<file path="config.mk">
export PLATFORM = sky130hd
export DESIGN_NAME = spi_prog_mux
export DESIGN_NICKNAME = d
export VERILOG_FILES = /design/src/rtl/spi_prog_pkg.sv /design/src/rtl/spi_prog_edge.sv /design/src/rtl/spi_prog_mux.sv
export SDC_FILE = /design/constraint.sdc
export NUM_CORES = 1
export LEC_CHECK = 0
export CAP_MARGIN = 10
export CORE_ASPECT_RATIO = 0.9
export CORE_MARGIN = 4
export CORE_UTILIZATION = 50
export DETAILED_ROUTE_END_ITERATION = 8
export GPL_ROUTABILITY_DRIVEN = 0
export HOLD_SLACK_MARGIN = 0.03
export PLACE_DENSITY = 0.78
export SYNTH_ARGS = -nofsm -noshare
export SYNTH_HDL_FRONTEND = slang
export SYNTH_SLANG_ARGS = --single-unit
</file>
<file path="constraint.sdc">
create_clock -name clk -period 3.5 [get_ports clk]
set_input_delay 0.875 -clock clk [delete_from_list [all_inputs] [get_ports clk]]
set_output_delay 0.875 -clock clk [all_outputs]
set_load 0.01 [all_outputs]
</file>
<file path="src/rtl/spi_prog_pkg.sv">
// Shared types and constants for the SPI frame endpoint / programming passthrough.
package spi_prog_pkg;
  typedef enum logic [1:0] {IDLE, RX, PASS} state_e;
  localparam logic [7:0]  CRC8_POLY     = 8'h07;
  localparam logic [31:0] MSGID_DEFAULT = 32'h74697277;
endpackage

</file>
<file path="src/rtl/spi_prog_edge.sv">
// 3-FF synchroniser for an async SPI pin with rise/fall detect on stages [2:1].
module spi_prog_edge #(
  parameter logic RST_VAL = 1'b0
) (
  input  logic clk,
  input  logic rst,
  input  logic d,
  output logic rise,
  output logic fall
);
  logic [2:0] sync_q;

  always_ff @(posedge clk) begin
    if (rst) sync_q <= {3{RST_VAL}};
    else     sync_q <= {sync_q[1:0], d};
  end

  assign rise =  sync_q[1] & ~sync_q[2];
  assign fall = ~sync_q[1] &  sync_q[2];
endmodule

</file>
<file path="src/rtl/spi_prog_mux.sv">
// SPI slave frame endpoint with multi-target flash passthrough.
// Define SPI_PROG_CRC8_EN to append/check a CRC-8 in the last frame byte (adds crc_err).
module spi_prog_mux
  import spi_prog_pkg::*;
#(
  parameter int          BUFFER_SIZE = 64,
  parameter logic [31:0] MSGID       = MSGID_DEFAULT,
  parameter int          NUM_TARGETS = 2,
  parameter bit          CPOL        = 1'b0,
  parameter bit          CPHA        = 1'b0,
  localparam int         TW          = (NUM_TARGETS > 1) ? $clog2(NUM_TARGETS) : 1
) (
  input  logic                   clk,
  input  logic                   rst,
  input  logic                   mosi,
  output logic                   miso,
  input  logic                   sclk,
  input  logic                   sel,
  input  logic                   prog,
  input  logic [TW-1:0]          prog_target,
  output logic [NUM_TARGETS-1:0] eeprom_mosi,
  input  logic [NUM_TARGETS-1:0] eeprom_miso,
  output logic [NUM_TARGETS-1:0] eeprom_sclk,
  output logic [NUM_TARGETS-1:0] eeprom_sel,
  input  logic [BUFFER_SIZE-1:0] tx_data,
  output logic [BUFFER_SIZE-1:0] rx_data,
  output logic                   sync,
`ifdef SPI_PROG_CRC8_EN
  output logic                   crc_err,
`endif
  output logic                   frame_err
);
  localparam logic [15:0] CNT_FULL = 16'(BUFFER_SIZE);

  state_e                 state_q, state_d;
  logic [TW-1:0]          tgt_q;
  logic [BUFFER_SIZE-1:0] rx_shift, tx_shift, tx_load;
  logic [15:0]            bitcnt;
  logic                   first_shift;
  logic [2:0]             mosi_q;
  logic                   sclk_rise, sclk_fall, sel_rise, sel_fall;
  logic                   sample_edge, shift_edge, hdr_ok, pass_miso;

  spi_prog_edge #(.RST_VAL(CPOL)) u_sclk (
    .clk(clk), .rst(rst), .d(sclk), .rise(sclk_rise), .fall(sclk_fall)
  );
  // sel resets low so a fall is only seen after sel has really been high:
  // a frame interrupted by rst is ignored until the host deselects.
  spi_prog_edge #(.RST_VAL(1'b0)) u_sel (
    .clk(clk), .rst(rst), .d(sel), .rise(sel_rise), .fall(sel_fall)
  );

  always_ff @(posedge clk) begin
    if (rst) mosi_q <= 3'b111;
    else     mosi_q <= {mosi_q[1:0], mosi};
  end

  assign sample_edge = (CPOL == CPHA) ? sclk_rise : sclk_fall;
  assign shift_edge  = (CPOL == CPHA) ? sclk_fall : sclk_rise;
  assign hdr_ok      = (rx_shift[BUFFER_SIZE-1 -: 32] == MSGID);

`ifdef SPI_PROG_CRC8_EN
  function automatic logic [7:0] crc8(input logic [BUFFER_SIZE-9:0] d);
    logic [7:0] c;
    c = 8'h00;
    for (int i = BUFFER_SIZE - 9; i >= 0; i--) begin
      if (c[7] ^ d[i]) c = {c[6:0], 1'b0} ^ CRC8_POLY;
      else             c = {c[6:0], 1'b0};
    end
    return c;
  endfunction

  logic crc_ok;
  assign crc_ok  = (crc8(rx_shift[BUFFER_SIZE-1:8]) == rx_shift[7:0]);
  assign tx_load = {tx_data[BUFFER_SIZE-1:8], crc8(tx_data[BUFFER_SIZE-1:8])};
`else
  assign tx_load = tx_data;
`endif

  always_comb begin
    pass_miso = 1'b1;
    for (int i = 0; i < NUM_TARGETS; i++)
      if (tgt_q == TW'(i)) pass_miso = eeprom_miso[i];
  end

  always_ff @(posedge clk) begin
    if (rst) state_q <= IDLE;
    else     state_q <= state_d;
  end

  always_comb begin
    state_d = state_q;
    unique case (state_q)
      IDLE:     if (sel_fall) state_d = prog ? PASS : RX;
      RX, PASS: if (sel_rise) state_d = IDLE;
      default:  state_d = IDLE;
    endcase
  end

  always_ff @(posedge clk) begin
    if (rst) begin
      miso        <= 1'b1;
      rx_data     <= '0;
      sync        <= 1'b0;
      frame_err   <= 1'b0;
      tgt_q       <= '0;
      tx_shift    <= '0;
      rx_shift    <= '0;
      bitcnt      <= '0;
      first_shift <= 1'b0;
`ifdef SPI_PROG_CRC8_EN
      crc_err     <= 1'b0;
`endif
    end else begin
      sync      <= 1'b0;
      frame_err <= 1'b0;
`ifdef SPI_PROG_CRC8_EN
      crc_err   <= 1'b0;
`endif
      unique case (state_q)
        IDLE: begin
          miso <= 1'b1;
          if (sel_fall) begin
            tgt_q       <= prog_target;
            tx_shift    <= tx_load;
            bitcnt      <= '0;
            first_shift <= 1'b1;
          end
        end
        RX: begin
          if (sample_edge) begin
            rx_shift <= {rx_shift[BUFFER_SIZE-2:0], mosi_q[2]};
            if (bitcnt != 16'hFFFF) bitcnt <= bitcnt + 16'd1;
          end
          // With CPHA=1 the first leading edge precedes bit 0, so the MSB must stay put.
          if (shift_edge) begin
            first_shift <= 1'b0;
            if (!(CPHA && first_shift)) tx_shift <= {tx_shift[BUFFER_SIZE-2:0], 1'b0};
          end
          miso <= (bitcnt >= CNT_FULL) ? 1'b0 : tx_shift[BUFFER_SIZE-1];
          if (sel_rise) begin
            if (bitcnt != CNT_FULL) frame_err <= 1'b1;
            else if (hdr_ok) begin
`ifdef SPI_PROG_CRC8_EN
              if (crc_ok) begin
                rx_data <= rx_shift;
                sync    <= 1'b1;
              end else begin
                crc_err <= 1'b1;
              end
`else
              rx_data <= rx_shift;
              sync    <= 1'b1;
`endif
            end
          end
        end
        PASS:    miso <= pass_miso;
        default: miso <= 1'b1;
      endcase
    end
  end

  // Passthrough pins: raw host pins registered once; idle as soon as sel rise is seen.
  always_ff @(posedge clk) begin
    for (int t = 0; t < NUM_TARGETS; t++) begin
      if (rst || state_q != PASS || tgt_q != TW'(t) || sel_rise) begin
        eeprom_mosi[t] <= 1'b1;
        eeprom_sclk[t] <= CPOL;
        eeprom_sel[t]  <= 1'b1;
      end else begin
        eeprom_mosi[t] <= mosi;
        eeprom_sclk[t] <= sclk;
        eeprom_sel[t]  <= sel;
      end
    end
  end
endmodule
</file>
# Word level (Yosys, flattened, before mapping)
# Index checks and enable logic that the tools add are counted.
# word_totals
ram_bits,0
romBits,0
latchBits,0
output_inout_bits,73
reg_bits,229
elab_cells,75
n_memories,0
inputBits,73
# classes
addsub,1
n_mul,0
n_reduce_logical,16
div_mod_pow,0
eq_ne,11
n_shift,0
mux,16
bitwise,12
order_cmp,1
# op_table
op,count
two-way mux 64 bit,2
case mux 64 bit (2 select lines),1
two-way mux 16 bit,3
== test 32 x 31 -> 1 bit (second input constant),1
case mux 16 bit (2 select lines),1
adder 16 x 1 -> 16 bit (second input constant),1
>= comparator 16 x 7 -> 1 bit (second input constant),1
inequality test 16 bit (second input constant),1
inequality test 16 x 7 -> 1 bit (second input constant),1
inequality test 2 bit (second input constant),6
NOT 1 bit,8
AND reduction 4 bit,2
two-way mux 2 bit,3
AND reduction 2 bit,3
logical OR 1 bit,5
AND 1 bit,4
two-way mux 1 bit,4
case mux 2 bit (2 select lines),1
OR reduction 4 bit,1
AND reduction 3 bit,1
OR reduction 3 bit,1
== test 2 x 1 -> 1 bit (second input constant),1
== test 2 bit (second input constant),1
zero test 2 bit,1
3 further kinds,3

# Depth between registers and ports, before layout
# logic_depth
depth_word,4
mapped_depth,8
depth_no_buf,6

# Hierarchy
# A second synthesis with hierarchy kept.
# hier_totals
cells_unflattened,988
hier_area_um2,9202.6
# by_module_without_submodules
mod,n_inst,area_each_um2,seq_area_each_um2,cells_per_inst
spi_prog_mux,1,9019.9,4464.3,972
spi_prog_edge,2,91.3,60.1,8

# Worst setup path before layout
# Ideal clock, no wire load.
# synth_timing
kind,reg-to-reg
from,register state_q[0]
to,register bitcnt[14]
period_less_slack_ns,1.973
arrival_time_ns,1.903
setup_ns,0.070
t_required_ns,3.430
stages_incl_launch_ff,7
n_path_buf,0
path_slack_ns,1.527
cell_sequence,dfxtp_1 -> inv_1 -> ha_1 -> nand2b_1 -> a2111o_1 -> or4_1 -> a21oi_1
# synth_via
elab_chain_cells,3
word_cells_on_any_way,8
cone_classes,eq/ne (4); mux (1); reduce/logical (3)
# synth_lines
element,line,text
from (decl),spi_prog_mux.sv:35,"state_e state_q, state_d;"
from (signal assigned),spi_prog_mux.sv:88,else state_q <= state_d;
== test 2 x 1 -> 1 bit / zero test 2 bit (equally long branches),spi_prog_mux.sv:120,unique case (state_q)
inequality test 2 bit (no line) / nonzero test 2 bit (equally long branches),n/a,
AND reduction 4 bit (no line),n/a,
to (signal assigned),spi_prog_mux.sv:133,if (bitcnt != 16'hFFFF) bitcnt <= bitcnt + 16'd1;
to (decl),spi_prog_mux.sv:38,logic [15:0] bitcnt;
# Parallel ways exist; a longest one is shown, timed or not.
# A chain may end at the register's enable or synchronous reset.

# Final worst setup path
# layout_timing
from,register state_q[0]
to,register tx_shift[8]
# layout_via
elab_chain_cells,3
word_cells_on_any_way,7
cone_classes,eq/ne (3); mux (1); reduce/logical (3)
# layout_lines
element,line,text
== test 2 x 1 -> 1 bit / zero test 2 bit (equally long branches),spi_prog_mux.sv:120,
inequality test 2 bit (no line) / nonzero test 2 bit (equally long branches),n/a,
AND reduction 3 bit (no line),n/a,
to (signal assigned),spi_prog_mux.sv:125,tx_shift <= tx_load;
to (signal assigned),spi_prog_mux.sv:138,"if (!(CPHA && first_shift)) tx_shift <= {tx_shift[BUFFER_SIZE-2:0], 1'b0};"
to (decl),spi_prog_mux.sv:37,"logic [BUFFER_SIZE-1:0] rx_shift, tx_shift, tx_load;"
# Parallel ways exist; a longest one is shown, timed or not.

==> Flow_metrics.wiki <==
{| class="wikitable"
! Metric !! Value
|-
| Result of the run || finished, final reports clean
|-
| Clock tree buffer depth || 3
|-
| Final worst hold slack || roughly 0.42 ns
|-
| Routed WL || roughly 19,000 um
|-
| Class of the tightest hold or removal check || register to register
|-
| Unrepaired setup endpoints after global routing || false
|-
| Root buffer cell || sky130_fd_sc_hd__clkbuf_16
|-
| Number of max-slew violations in the final report || 0
|-
| HPWL after DPL || between 10,000 and 15,000 um
|-
| Final core occ || approximately two thirds
|-
| Area enclosed by the die boundary || 20,600 sq um
|-
| CTS H-Tree Depth || 1
|-
| Top flip-flop cell by instance count after synthesis || sky130_fd_sc_hd__dfxtp_1
|-
| Leakage || ~3.7 nW
|-
| Number of optimization iterations in the first detailed-route pass || 4
|-
| Vias per Instance || 5.26
|-
| Number of buffers created by CTS || 23
|-
| Number of buffers inserted by port buffering || about 150
|-
| Crit path buffers/inverters || 2
|-
| Highest clock frequency the design can meet || between 300 and 400 MHz
|-
| Post-route clock period utilization || 71.5%
|-
| Vias in the first global route || about 6,500
|-
| Number of hold violations in the final report || 0
|-
| Synthesized instance count || between 900 and 1,000
|-
| Net Count, Synth || roughly 1,100
|-
| Yosys cell types || 49
|-
| Total inserted antenna cells || 0
|-
| Total global routing track utilization || 18.3%
|-
| CTS tree || yes
|-
| Post-route standard cell area excluding fillers || 11,600 sq um
|-
| Height of the die || around 140 um
|-
| Number of max-cap violations || 0
|-
| Highest net fanout along the worst path || 15
|-
| Critical Setup Path Class || register to register
|-
| Number of nets still failing antenna checks after routing || 0
|-
| Initial Utilization || 51.5%
|-
| Number of antenna violations at the first check in global routing || 0
|-
| Post-CTS Resized || 0
|-
| Arrival time worst endpoint || a little under 3 ns
|-
| Slew at the pin closest to its max-slew limit || between 1 and 1.5 ns
|-
| Worst setup SP type || register
|-
| Core Box Area || between 15,000 and 20,000 sq um
|-
| Cell at the slowest stage of the critical path || sky130_fd_sc_hd__a22oi_2
|-
| Count of buffers added by post-CTS timing repair for setup || 0
|-
| Max-Slew Margin vs Limit || between 20% and 30%
|-
| Ports || approximately 150
|-
| Starting DRT DRC Count || approximately 410
|-
| Width of the chip || approximately 150 um
|-
| Pin count of the biggest net entering global routing || 93
|-
| Number of warnings printed during yosys synthesis || 0
|-
| Post-synth ARST share || 0%
|-
| Largest incremental delay on the critical path || 0.80 ns
|-
| Remaining DRCs || 0
|-
| Crit-path cells || inv_1 > ha_1 > nand2b_1 > a22oi_2 > buf_4 > nor2_1 > a211oi_1
|-
| Clock-pin slew on the worst setup and hold paths || ~0.06 ns
|-
| Total overflow reported by the global router || 0
|-
| Post-synthesis cell area || 9170 sq um
|-
| Power Density || between 400 and 500 nW/um^2
|-
| Final setup violation count || 0
|-
| Post-place instance area || ~11,000 sq um
|-
| Number of rows created at floorplan || 46
|-
| Routed len/inst || about 14 um
|-
| Clock sinks || between 200 and 250
|-
| Worst setup timing slack at the placement stage || between 1 and 1.5 ns
|-
| Final Skew || about 0.010 ns
|-
| Worst VDD drop || around 0.32 mV
|-
| Count of vias placed by the detailed router || 7,155
|-
| Area growth from synthesis to layout || 26.9%
|-
| Post-route insts no fill || about 1,400
|-
| Seq cells post-synth || around 230
|-
| Minimum setup slack in the final design || around 1.0 ns
|-
| Source-to-sink clock delay at the later pin of the worst-skew pair || roughly 0.50 ns
|-
| Required time of the worst setup path || 3.90 ns
|-
| PnR Total Power || roughly 5.6 mW
|-
| Setup Total Neg Slack || 0 ns
|-
| Part of the Yosys area used for sequential elements || 50.0%
|-
| Worst path top cell family by delay || compound AO/OA/AOI/OAI gates
|-
| Number of buffers inserted for hold repair after clock tree synthesis || 0
|-
| Layout cells sized above 1 || ~7.1%
|-
| Mean area per synthesized cell || 9.23 sq um
|-
| Wire length of the first global-routing pass || roughly 32,000 um
|-
| Number of nets in the layout || around 1,200
|-
| Number of enable flip-flop cells after synthesis || 0
|-
| Final critical delay including setup and external delays || roughly 2.5 ns
|-
| Type of destination of the critical path || register
|-
| Placed cell count || between 1,000 and 1,500
|}
## Yosys cell counts (all sizes together) (2+ instances only)
master	instances	area [sq um]
nand2	137	514
nor2	75	282
nand4	14	87.6
inv	25	93.8
nand2b	72	450
and4b	5	50.1
nor3	2	10.0
a22oi	2	15.0
dfxtp	229	4580
nor3b	15	113
nand4b	2	17.5
and3	4	25.0
buf	24	130
mux2i	96	961
a21oi	99	529
a211o	2	17.5
and4	3	26.3
nor2b	8	50.1
and2	2	12.5
a211oi	63	473
nand3	6	35.0
or4	12	93.8
or2	6	37.5
clkbuf	48	180
ha	5	62.6
nand3b	2	18.8
nor4	5	43.8
nor4b	4	35.0
a22o	2	17.5
nor4bb	3	30.0
o31ai	10	75.1
or3	2	12.5
## state kept, by name, summed over array words and instances (netlist names)
register / count
miso: 1
state_q: 2
eeprom_sclk: 2
bitcnt: 16
tgt_q: 1
u_sclk.sync_q: 3
mosi_q: 3
rx_data: 64
frame_err: 1
tx_shift: 64
sync: 1
eeprom_sel: 2
eeprom_mosi: 2
u_sel.sync_q: 3
rx_shift: 64
## layout make-up
cell class	count	area [sq um]
well taps	240	300
clock buffers	29	638
repair buffers	160	1600
multi-input cells	667	4200
flip-flops and latches	229	4580
inverters	25	93.8
clock inverters	10	204
fillers	1405	6160
## kinds of logic after synthesis
kind of cell	after synthesis	synth area share [%]
compound gates	185	12.9
fa+ha+maj	5	0.683
buf+inv	97	4.41
flops	229	50.0
mux	97	10.6
simple gates	380	21.4
## final timing paths
| kind | startpoint | endpoint | slack [ns] | depth (start not counted) |
|---|---|---|---|---|
| min reg2reg | mosi_q[0] | mosi_q[1] | 0.42 | 1 |
| min | mosi_q[0] | mosi_q[1] | 0.42 | 1 |
| max reg2reg | state_q[0] | tx_shift[8] | 1.0 | 7 |
| max | state_q[0] | tx_shift[8] | 1.0 | 7 |
## metal layers
| metal | GRT usage, % | part of all wire [%] |
|---|---|---|
| met5 | 0 | 0 |
| met4 | 4.88 | 2.3 |
| met3 | 3.17 | 4.7 |
| met2 | 29.2 | 46 |
| met1 | 25.8 | 47 |
## layout by cell type (no fill, tap or decap), drive strengths merged, types with 3 or more instances in the layout
cell type	n
buf	16
dfxtp	229
nor4b	4
nor2	75
bufinv	6
mux2i	96
ha	5
nand2	137
nor4	5
nand3	6
a21oi	99
nor4bb	3
or2	6
inv	26
nand4	14
nor3b	15
nand2b	72
a211oi	63
or4	12
clkbuf	29
o31ai	10
and4	3
clkdlybuf4s50	144
nor2b	8
and3	4
clkinv	3
and4b	5
## where the power goes
group | internal (mW) | switching, mW | leakage, nW
logic | 0.142 | 0.117 | 1.42
registers | 2.64 | 0.0170 | 1.85
clock network | 1.73 | 0.984 | 0.416
Power figures use the tool's default switching activity.
